--- config.mk ---
export PLATFORM = sky130hd
export DESIGN_NAME = lsu_byte_master
export DESIGN_NICKNAME = d
export VERILOG_FILES = /design/src/rtl/lsu_byte_master.sv
export SDC_FILE = /design/constraint.sdc
export NUM_CORES = 1
export LEC_CHECK = 0
export BUFFER_PORTS_ARGS = -buffer_cell sky130_fd_sc_hd__clkbuf_2
export CORE_UTILIZATION = 57
export DETAILED_ROUTE_END_ITERATION = 12
export GPL_TIMING_DRIVEN = 0
export PLACE_DENSITY = 0.85
export REMOVE_ABC_BUFFERS = 1
export SLEW_MARGIN = 20
export SYNTH_ARGS = -nofsm -noshare
export SYNTH_HDL_FRONTEND = slang
export SYNTH_SLANG_ARGS = --single-unit
--- constraint.sdc ---
create_clock -name clk -period 3 [get_ports clk]
set_input_delay 0.3 -clock clk [delete_from_list [all_inputs] [get_ports clk]]
set_output_delay 0.3 -clock clk [all_outputs]
set_load 0.02 [all_outputs]
--- src/rtl/lsu_byte_master.sv ---
// lsu_byte_master: byte-serial big-endian load/store initiator; `define MISALIGN_CHECK_EN to reject misaligned h/w accesses
module lsu_byte_master #(
    parameter int ADDR_W = 6
) (
    input  logic              clk,
    input  logic              rst,
    input  logic              req_valid,
    output logic              req_ready,
    input  logic              req_we,
    input  logic [2:0]        req_funct3,
    input  logic [ADDR_W-1:0] req_addr,
    input  logic [31:0]       req_wdata,
    output logic              resp_valid,
    input  logic              resp_ready,
    output logic [31:0]       resp_rdata,
    output logic              resp_err,
    output logic              mem_req,
    output logic              mem_we,
    output logic [ADDR_W-1:0] mem_addr,
    output logic [7:0]        mem_wdata,
    input  logic [7:0]        mem_rdata,
    input  logic              mem_ack
);
    typedef enum logic [1:0] {IDLE, ACCESS, RESP} state_t;

    state_t            r_state, w_next;
    logic              r_we, r_err;
    logic [2:0]        r_f3;
    logic [ADDR_W-1:0] r_addr;
    logic [1:0]        r_idx, r_last;
    logic [31:0]       r_sh, r_acc;
    logic              w_accept, w_legal, w_misal, w_err, w_step;
    logic [1:0]        w_last;
    logic [31:0]       w_sh, w_ext;

    assign w_accept = req_valid && req_ready;
    assign w_step   = mem_req && mem_ack;
    assign w_legal  = (req_funct3 inside {3'b000, 3'b001, 3'b010}) ||
                      (!req_we && (req_funct3 inside {3'b100, 3'b101}));
`ifdef MISALIGN_CHECK_EN
    assign w_misal  = (req_funct3[1:0] == 2'b01 && req_addr[0]) ||
                      (req_funct3[1:0] == 2'b10 && req_addr[1:0] != 2'b00);
`else
    assign w_misal  = 1'b0;
`endif
    assign w_err    = !w_legal || w_misal;
    assign w_last   = req_funct3[1:0] == 2'b00 ? 2'd0 : req_funct3[1:0] == 2'b01 ? 2'd1 : 2'd3;
    // store bytes are pre-aligned to the top so the outgoing byte is always r_sh[31:24]
    assign w_sh     = req_funct3[1:0] == 2'b00 ? {req_wdata[7:0], 24'h0} :
                      req_funct3[1:0] == 2'b01 ? {req_wdata[15:0], 16'h0} : req_wdata;
    assign w_ext    = r_f3 == 3'b000 ? {{24{r_acc[7]}}, r_acc[7:0]} :
                      r_f3 == 3'b001 ? {{16{r_acc[15]}}, r_acc[15:0]} :
                      r_f3 == 3'b100 ? {24'h0, r_acc[7:0]} :
                      r_f3 == 3'b101 ? {16'h0, r_acc[15:0]} : r_acc;

    // state register
    always_ff @(posedge clk) begin
        if (rst) r_state <= IDLE;
        else     r_state <= w_next;
    end

    // next state and handshake outputs
    always_comb begin
        w_next     = r_state;
        req_ready  = r_state == IDLE;
        mem_req    = r_state == ACCESS;
        resp_valid = r_state == RESP;
        if (w_accept) w_next = w_err ? RESP : ACCESS;
        if (w_step && r_idx == r_last) w_next = RESP;
        if (resp_valid && resp_ready) w_next = IDLE;
    end

    // request latch, byte sequencing and load assembly
    always_ff @(posedge clk) begin
        if (rst) begin
            r_we   <= 1'b0;
            r_err  <= 1'b0;
            r_f3   <= 3'b0;
            r_addr <= '0;
            r_idx  <= 2'd0;
            r_last <= 2'd0;
            r_sh   <= 32'h0;
            r_acc  <= 32'h0;
        end else begin
            if (w_accept) begin
                r_we   <= req_we;
                r_err  <= w_err;
                r_f3   <= req_funct3;
                r_addr <= req_addr;
                r_idx  <= 2'd0;
                r_last <= w_last;
                r_sh   <= w_sh;
                r_acc  <= 32'h0;
            end
            if (w_step) begin
                r_idx <= r_idx + 2'd1;
                r_sh  <= {r_sh[23:0], 8'h00};
                if (!r_we) r_acc <= {r_acc[23:0], mem_rdata};
            end
        end
    end

    assign mem_we     = mem_req && r_we;
    assign mem_addr   = r_addr + ADDR_W'(r_idx);
    assign mem_wdata  = r_sh[31:24];
    assign resp_err   = resp_valid && r_err;
    assign resp_rdata = (resp_valid && !r_we && !r_err) ? w_ext : 32'h0;
endmodule

Word-level counts from Yosys, hierarchy flattened
Index checks and enable logic that the tools add are counted.
- bits in registers: 81
- add/subtract/negate cells: 2
- mux-type cells: 19
- reduce and logical (&&, ||, !) cells: 25
- equal/unequal tests: 11
- operator list (cell ; number):
    2-to-1 mux 32 bit ; 12
    2-to-1 mux 2 bit ; 7
    equality test 3 bit, second input constant ; 4
    logical AND 1 bit ; 9
    adder 6 x 2 -> 6 bit ; 1
    equality test 3 x 1 -> 1 bit, second input constant ; 2
    logical NOT 3 bit ; 2
    nonzero test 2 bit ; 3
    equality test 2 x 1 -> 1 bit, second input constant ; 2
    logical NOT 1 bit ; 4
    logical NOT 2 bit ; 2
    OR reduction 2 bit ; 2
    equality test 3 x 2 -> 1 bit, second input constant ; 1
    nonzero test 3 bit ; 1
    OR reduction 3 bit ; 1
    adder 2 x 1 -> 2 bit, second input constant ; 1
    equality test 2 bit ; 1
    equality test 2 bit, second input constant ; 1
    logical OR 1 bit ; 1

Depth between registers and ports, before layout
Gate-level depths: netlist (run 1).
- depth after elaboration: 7
- gate-level depth with buffers: 6
- depth with buffers taken out: 5

Least setup slack after synthesis (run 1)
No wires, ideal clock.
- path kind: register to output
- start point: register r_f3[1]
- end point: output resp_rdata[10]
- setup slack: 1.164 ns
- stages on the path, launching flop included: 6
- buffers on the path: 3
- required time: 2.700 ns
- arrival: 1.536 ns
- cells stage by stage: dfxtp_1 buf_2 or4b_1 clkbuf_1 buf_2 a21oi_1
- word-level cells in the longest chain between the ends: 5
- ends and longest elaborated chain (item ; line ; source):
    from (decl) ; 28 ; logic [2:0] r_f3;
    from (signal assigned) ; 88 ; r_f3 <= req_funct3;
    equality test 3 bit ; 53 ; r_f3 == 3'b100 ? {24'h0, r_acc[7:0]} :
    2-to-1 mux 32 bit ; 53 ;
    2-to-1 mux 32 bit ; 52 ; r_f3 == 3'b001 ? {{16{r_acc[15]}}, r_acc[15:0]} :
    2-to-1 mux 32 bit * ; 51 ; assign w_ext = r_f3 == 3'b000 ? {{24{r_acc[7]}}, r_acc[7:0]} :
    2-to-1 mux 32 bit * ; 107 ; assign resp_rdata = (resp_valid && !r_we && !r_err) ? w_ext : 32'h0;
    to (decl) ; 15 ; output logic [31:0] resp_rdata,
Every way passes the cells marked *; elsewhere a longest branch is shown, timed or not.

Final worst setup path (run 1)
- start point: register r_f3[1]
- end point: output resp_rdata[31]
- word-level cells in the longest chain between the ends: 6
- ends and longest elaborated chain (item ; line ; source):
    equality test 3 bit ; 54 ; r_f3 == 3'b101 ? {16'h0, r_acc[15:0]} : r_acc;
    2-to-1 mux 32 bit ; 54 ;
    2-to-1 mux 32 bit ; 53 ;
    2-to-1 mux 32 bit ; 52 ;
    2-to-1 mux 32 bit * ; 51 ;
    2-to-1 mux 32 bit * ; 107 ;
Marks and branches as above.

==> flow_results.org, run 1 <==
** Place
- In this run the tool buffered the top-level ports with 105 buffer cells.
- HPWL after detailed placement :: approximately 6.7 mm
- Total placed instance area :: approximately 0.0045 mm2
- Final weighted congestion in routability-driven placement :: 0.8238

** Global routing
- Entering global routing, the biggest net connects 57 pins.
- The initial antenna violation count came to 0.
- Wire length of the first global-routing pass :: between 15 and 20 mm
- Total Routing Usage GR :: 27.39%
- Number of global-route vias before repair :: approximately 3.5k
- The total overflow left after global routing is 0.

** Power and ir drop
- Total power :: between 2 and 2.5 mW
- Power density over the cells :: 508.6 mW/mm2
- The worst-case IR drop observed on VDD is 0.0003757 V.
- P_leak :: 1.903 nW

** Floorplan
- Once the floorplan was initialized, standard cells occupied 59.98% of the core.
- Total number of placement rows :: 30
- The core region is about 0.007 mm2.
- Height of the chip :: 87.25 um
- The die is 87.25 um wide.
- Area enclosed by the die boundary :: approximately 0.0076 mm2
- Number of ports placed on the die boundary :: 106

** STA
- Share of the clock period used by the worst path :: around 93%
- Number of pins with negative max-slew slack in the final report :: 0
- Setup repair after global routing left no endpoint under its margin.
- Total count of hold-check failures in the final report :: 0
- Across the routed clock network, the largest skew measured is 0.01099 ns.
- For the finished layout, the period the worst path requires is ~2.8 ns.
- Setup violations remaining at the end of the flow were counted as 0.
- Based on the critical path, the design can be clocked at up to roughly 360 MHz.
- Measured against its own limit, the worst slew margin works out to 27.68%.
- Setup total negative slack on the finished layout was measured at 0 ns.
- At the pin with the least slew margin, the transition time is around 1.1 ns.

** Clock network
- CTS placed an instance of sky130_fd_sc_hd__clkbuf_8 at the clock tree root.
- Buffers inserted by post-CTS timing repair :: 0
- The clock drives 81 sinks.
- Num CTS Buffers :: 9
- Clk pin slew, worst setup/hold paths :: ~0.080 ns
- CTS tree :: yes
- Hold repair after CTS inserted 0 buffers.
- After clock tree synthesis, the repair step resized 2 gates.
- Clock H-tree levels :: 3
- Bufs on Longest Clock Path :: 2
- Latest clock arrival within the worst-skew pair :: roughly 0.36 ns

** Cells and area
- Once layout is done, the placed cells without fillers occupy 0.004758 mm2.
- The filler cells instantiated in the layout total approximately 590.
- Ant. Diodes :: 0
- Growth of design area from synthesis to finish :: 14.86%
- Final #Nets :: around 620
- In the final layout, the multi-input gates occupy around 0.0022 mm2.
- Sequential standard cell area :: approximately 0.0016 mm2
- The post-route netlist has between 20% and 30% of its cells at a drive strength greater than 1.

** Logic synthesis
- List of most frequent post-synthesis cells :: sky130_fd_sc_hd__a21oi_1, sky130_fd_sc_hd__dfxtp_1, sky130_fd_sc_hd__nand2_1
- Share of the yosys chip area belonging to registers :: 39.14%
- Yosys mapped a number of flops with a built-in enable equal to 0.
- Top cells by area, synth :: sky130_fd_sc_hd__dfxtp_1, sky130_fd_sc_hd__a21oi_1, sky130_fd_sc_hd__nand2_1
- In this run the cell area of the synthesized design comes to 0.004143 mm2.
- Prevailing post-synth register cell :: sky130_fd_sc_hd__dfxtp_1
- Synthesis handed over a netlist of roughly 500 instances.
- During synthesis, Yosys emitted a total of 0 warnings.
- Synthesis inferred 81 register bits.
- For this run, asynchronously set or reset flops after synthesis account for 0%.
- Number of distinct library cell variants in the gate-level netlist after synthesis :: 46
- Summed over its instances, the top area cell type makes up just under 40% of the synthesized netlist area.
- Cell type with the largest total area after synthesis :: sky130_fd_sc_hd__dfxtp_1
- Post-Synthesis Mean Instance Area :: just over 8 um2
- Most used standard cell by instance count after synthesis :: sky130_fd_sc_hd__a21oi_1

** Worst setup path
- Data arrives at the worst endpoint at about 2.5 ns.
- Crit path kind :: reg2out
- CP max FO :: 28
- R2R Path End :: r_sh[20]
- Kind of end point of the critical path :: output pin
- Data on the critical path is required at its endpoint by approximately 2.7 ns.
- R2R Path Start :: r_state[0]
- R2R setup slack :: slightly below 0.7 ns
- The critical path starts at r_f3[1].
- STA classifies the critical path startpoint as a register.
- The worst register-to-register path has a depth of 3.

** Route
- The first routing iteration left between 300 and 400 violations.
- Via count of the routed design :: just under 4k
- Final wirelength :: 10.29 mm
- Detailed-route DRC error count :: 0
- The pre-antenna-repair detailed-routing pass consisted of 5 iterations.
- DRT antenna net count :: 0
- Dividing the detail-routed via count by the number of cells gives approximately 6.0.
- Routed WL per cell :: 15.54 um

** Min path
- The worst hold path begins at req_addr[0].
- Worst-case hold path end point :: r_addr[0]
- WHS Path Cells :: 3
- Hold WC Path Type :: in2reg

** Run status
- The run finished with clean final reports.

** Flow run
- Maximum capacitance violations :: 0
-- how the worst max path moves through the flow --
stage,endpoint,slack [ns],depth (start not counted)
3_3_place_gp,r_acc[3],-1.55,4
4_1_cts,resp_rdata[31],0.13,4
6_report,resp_rdata[31],0.21,4
3_5_place_dp,resp_rdata[31],0.02,4
2_1_floorplan,r_acc[0],-0.20,3
5_1_grt,resp_rdata[31],0.02,4
-- stage by stage --
step	std cells	hold WS, ns	worst slack, ns	util (%)
after floorplan	441	0.3691	-0.2001	-
after global placement	642	0.4380	-1.550	64.66
after detailed placement	646	0.4466	0.01907	65.82
after CTS	662	0.1549	0.1315	68.86
after global routing	662	0.1658	0.02120	68.89
final	662	0.1612	0.2091	68.89
-- flip-flops by register name, summed over array words and instances, names as in the netlist --
signal	flops
r_acc	32
r_sh	32
r_addr	6
r_f3	3
r_idx	2
r_last	2
r_state	2
r_err	1
r_we	1
-- placed cells by master (no fill, tap or decap), types with 7 or more instances in the layout --
cell type and instances:
sky130_fd_sc_hd__mux2_2 8, sky130_fd_sc_hd__o211a_1 8, sky130_fd_sc_hd__a221o_1 22, sky130_fd_sc_hd__o21ai_0 9
sky130_fd_sc_hd__a32o_1 7, sky130_fd_sc_hd__nand3_1 43, sky130_fd_sc_hd__nand2_1 67, sky130_fd_sc_hd__clkbuf_2 104
sky130_fd_sc_hd__a21oi_1 88, sky130_fd_sc_hd__nand3b_1 10, sky130_fd_sc_hd__nand2b_1 19, sky130_fd_sc_hd__o22ai_1 15
sky130_fd_sc_hd__dfxtp_1 80, sky130_fd_sc_hd__and3_1 8, sky130_fd_sc_hd__clkbuf_8 11, sky130_fd_sc_hd__nor2_1 7
-- report_power, final --
part	switching [mW]	internal [mW]
logic	0.247	0.157
registers	0.0628	1.13
clock network	0.393	0.431
-- kinds of logic after synthesis --
logic type / Yosys count / synth area share [%]
compound gates: 158 / 24.68
xor+xnor: 6 / 1.268
fa+ha+maj: 3 / 1.087
buf+inv: 65 / 8.245
flops: 81 / 39.14
mux: 9 / 2.416
simple gates: 179 / 23.16
-- critical path, stage by stage, from the launching register on --
cell	delay (ns)
sky130_fd_sc_hd__dfxtp_1	0.60
sky130_fd_sc_hd__nor2b_1	0.88
sky130_fd_sc_hd__o22ai_1	0.21
sky130_fd_sc_hd__a21oi_1	0.23
sky130_fd_sc_hd__clkbuf_2	0.21
-- final cells by class --
cell class | count | area share [%]
Inverter | 5 | 0.3944
Multi-Input combinational cell | 355 | 46.46
Tap cell | 96 | 2.524
Clock buffer | 12 | 3.261
Timing Repair Buffer | 109 | 12.17
Sequential cell | 81 | 34.10
Clock inverter | 4 | 1.078
-- layer usage --
metal / GRT usage, % / up-vias / wire length, um
li1: - / 1916 / -
met1: 36.71 / 1825 / 4468
met2: 43.32 / 198 / 4833
met3: 4.645 / 17 / 782
met4: 12.22 / 0 / 201
met5: 0 / - / 0
Note: power is estimated with default switching activity, not from simulation.
==> run 2: changes to the inputs <==
Settings changed: MAX_ROUTING_LAYER set to met4.
==> flow_results.org, run 2 (synthesis gave the netlist of run 1 again) <==
** Cells and area
- Cells fill roughly 70% of the core in the end.
- The repair_antennas step left the layout with diodes totalling 0.
- Leaving out fill and tap cells, the most frequent cell in the layout is sky130_fd_sc_hd__clkbuf_2.
- Final design area excluding fillers :: roughly 0.0048 mm2
- The library cells used most frequently in the layout, excluding fill and tap cells, are sky130_fd_sc_hd__clkbuf_2, sky130_fd_sc_hd__a21oi_1, sky130_fd_sc_hd__dfxtp_1.
- In the final design database the tool counted 619 nets.
- Registers with the most flip-flops :: r_acc: 32 flops, r_sh: 32 flops, r_addr: 6 flops
- Cells with a size suffix above 1 make up about 25% of the layout.
- Registers take 0.001623 mm2.
- Counting the fill cells in the layout gives between 500 and 600.
- Compared with the post-synthesis result, the final layout area differs by 14.86%.
- In the final layout, the multi-input gates occupy roughly 0.0022 mm2.

** STA
- Summed over all failing endpoints, the final setup total negative slack is 0 ns.
- The number of endpoints with negative hold slack in the final report was 0.
- Max Fclk :: approximately 360 MHz
- Post-layout min period :: between 2 and 3 ns
- For the pin with the worst max-slew slack, the measured transition is between 1 and 1.5 ns.
- Worst hold slack across all endpoints :: 0.1644 ns
- Total of endpoints with negative setup slack in the final report :: 0
- The worst pin sits at a relative slew slack of a little over a quarter.
- The total count of max-transition violations in the final report was 0.
- Worst setup slack after layout :: ~0.20 ns
- For the final database, setup skew stands at 0.01046 ns.
- The final critical path takes up about 93% of the cycle.
- Setup repair after global routing missed its margin :: false

** Place
- Total placed instance area :: 0.004546 mm2
- OpenSTA, run right after detailed placement, puts the worst setup slack at approximately 0.019 ns.
- Final weighted congestion in routability-driven placement :: about 0.84
- Summed over all nets, the half-perimeter wirelength after detailed placement is 6.661 mm.
- Port-buffer cells :: between 100 and 150

** Worst setup path
- R2R setup slack :: around 0.66 ns
- The worst register-to-register path has a depth of 3.
- Worst Path Arrival :: roughly 2.5 ns
- The worst setup path is captured at an output pin.
- Crit path kind :: reg2out
- STA classifies the critical path startpoint as a register.
- R2R Path End :: r_sh[9]
- R2R Path Start :: r_state[0]
- For the worst setup path, the data required time is between 2 and 3 ns.
- Along the worst path, the maximum fanout reaches 28.

** Global routing
- Global routing used between 20 and 30% of the available tracks across all layers.
- After global routing the overflow that remains totals 0.
- The initial antenna violation count is 0.
- Number of global-route vias before repair :: ~3.5k
- The first global-routing pass estimated 16.54 mm of wire.
- Largest net degree at the start of global routing :: between 50 and 60

** Route
- Via count of the routed design :: roughly 4k
- For this run, design rule violations remaining after detail routing come to 0.
- In the routed layout, each cell is associated on average with a via count of 5.991.
- Once detail routing completed, the nets flagged for antenna violations numbered 0.
- Summed over all layers, the routed wires come to 10.30 mm.
- The pre-antenna-repair detailed-routing pass consisted of 4 iterations.
- After detailed routing, the average wire length per cell comes to around 16 um.
- Initial drt markers :: a little over 300

** Min path
- The path with the worst hold slack has its endpoint at r_addr[0].
- Beginning of the worst hold path :: req_addr[0]
- The worst hold path passes through 3 cells.
- Hold WC Path Type :: in2reg

** Clock network
- The tree is rooted in a sky130_fd_sc_hd__clkbuf_8.
- The H-tree was split into 3 levels.
- Count of clock tree sinks :: between 80 and 90
- Clock tree synthesis inserted a total of 9 buffers.
- The clock passes through at most 2 buffers.
- For the worst-skew pair, the clock arrives at the later sink with an insertion delay of around 0.35 ns.
- CTS tree :: yes
- Clk pin slew, worst setup/hold paths :: 0.08 ns
- Post-CTS Hold Fix Bufs :: 0

** Floorplan
- Area enclosed by the die boundary :: between 0.007 and 0.008 mm2
- In this run the standard cell core region covers between 0.006 and 0.007 mm2.
- From bottom edge to top edge, the die measures roughly 87 um.
- Total number of placement rows :: 30
- Horizontal extent of the die :: 87.25 um
- Once the floorplan was initialized, standard cells occupied 59.98% of the core.
- In this run the count of I/O pins placed on the die edge is around 110.

** Flow run
- The tool flagged a number of max-cap violations equal to 0.

** Power and ir drop
- Power density over the cells :: approximately 510 mW/mm2
- VDD sags by at most roughly 0.00038 V.
- Summed over all cells, the static leakage comes to 1.903 nW.

** Run status
- The run finished with clean final reports.
## run 2: cell counts in the layout (fill, tap and decap cells not counted)
No cell type changed its count.
## run 2: layout make-up
type | instances | share of cell area [%]
multi-input combinational | 355 | 46.46
inverter | 5 | 0.3944
clock buffer | 12 | 3.261
clock inverter | 4 | 1.078
tap | 96 | 2.524
sequential | 81 | 34.10
timing repair buffer | 109 | 12.17
## run 2: per-stage QoR
stage	power (mW)	cells
finish	2.421	662
global placement	1.580	642
floorplan	1.432	441
detailed placement	1.615	646
CTS	2.428	662
global route	2.516	662
## run 2: where the power goes
part           switching (mW)  leakage, nW  internal [mW]
Clock                   0.392        0.103          0.431
Combinational           0.248         1.14          0.157
Sequential             0.0630        0.659           1.13
Total                   0.703         1.90           1.72
## run 2: repair_timing
item	4_1_cts	5_1_grt
setup buffers	0	0
pin swaps	0	0
endpoints found under the setup margin	24	14
resized for setup	2	1
## run 2: per-layer routing
metal / wire length, um / vias to the layer above / GRT usage [%] / share of wire [%]
met3: 731 / 18 / 4.645 / 7.1
li1: - / 1916 / - / -
met1: 4564 / 1851 / 36.53 / 44
met5: 0 / - / - / 0
met4: 188 / 0 / 12.22 / 1.8
met2: 4815 / 181 / 43.82 / 47
## run 2: worst max-delay path, cell delays in order (launching register included)
cell and delay [ns]:
sky130_fd_sc_hd__dfxtp_1 0.61, sky130_fd_sc_hd__nor2b_1 0.89, sky130_fd_sc_hd__o22ai_1 0.21, sky130_fd_sc_hd__a21oi_1 0.23, sky130_fd_sc_hd__clkbuf_2 0.21
## run 2: worst max path at each step
stage | start | endpoint | slack (ns) | cells after the start
finish | r_f3[1] | resp_rdata[31] | 0.20 | 4
global route | r_f3[1] | resp_rdata[31] | 0.02 | 4
CTS | r_state[1] | resp_rdata[31] | 0.13 | 4
detailed placement | r_state[1] | resp_rdata[31] | 0.02 | 4
global placement | mem_ack | r_acc[3] | -1.55 | 4
floorplan | r_state[0] | r_acc[0] | -0.20 | 3
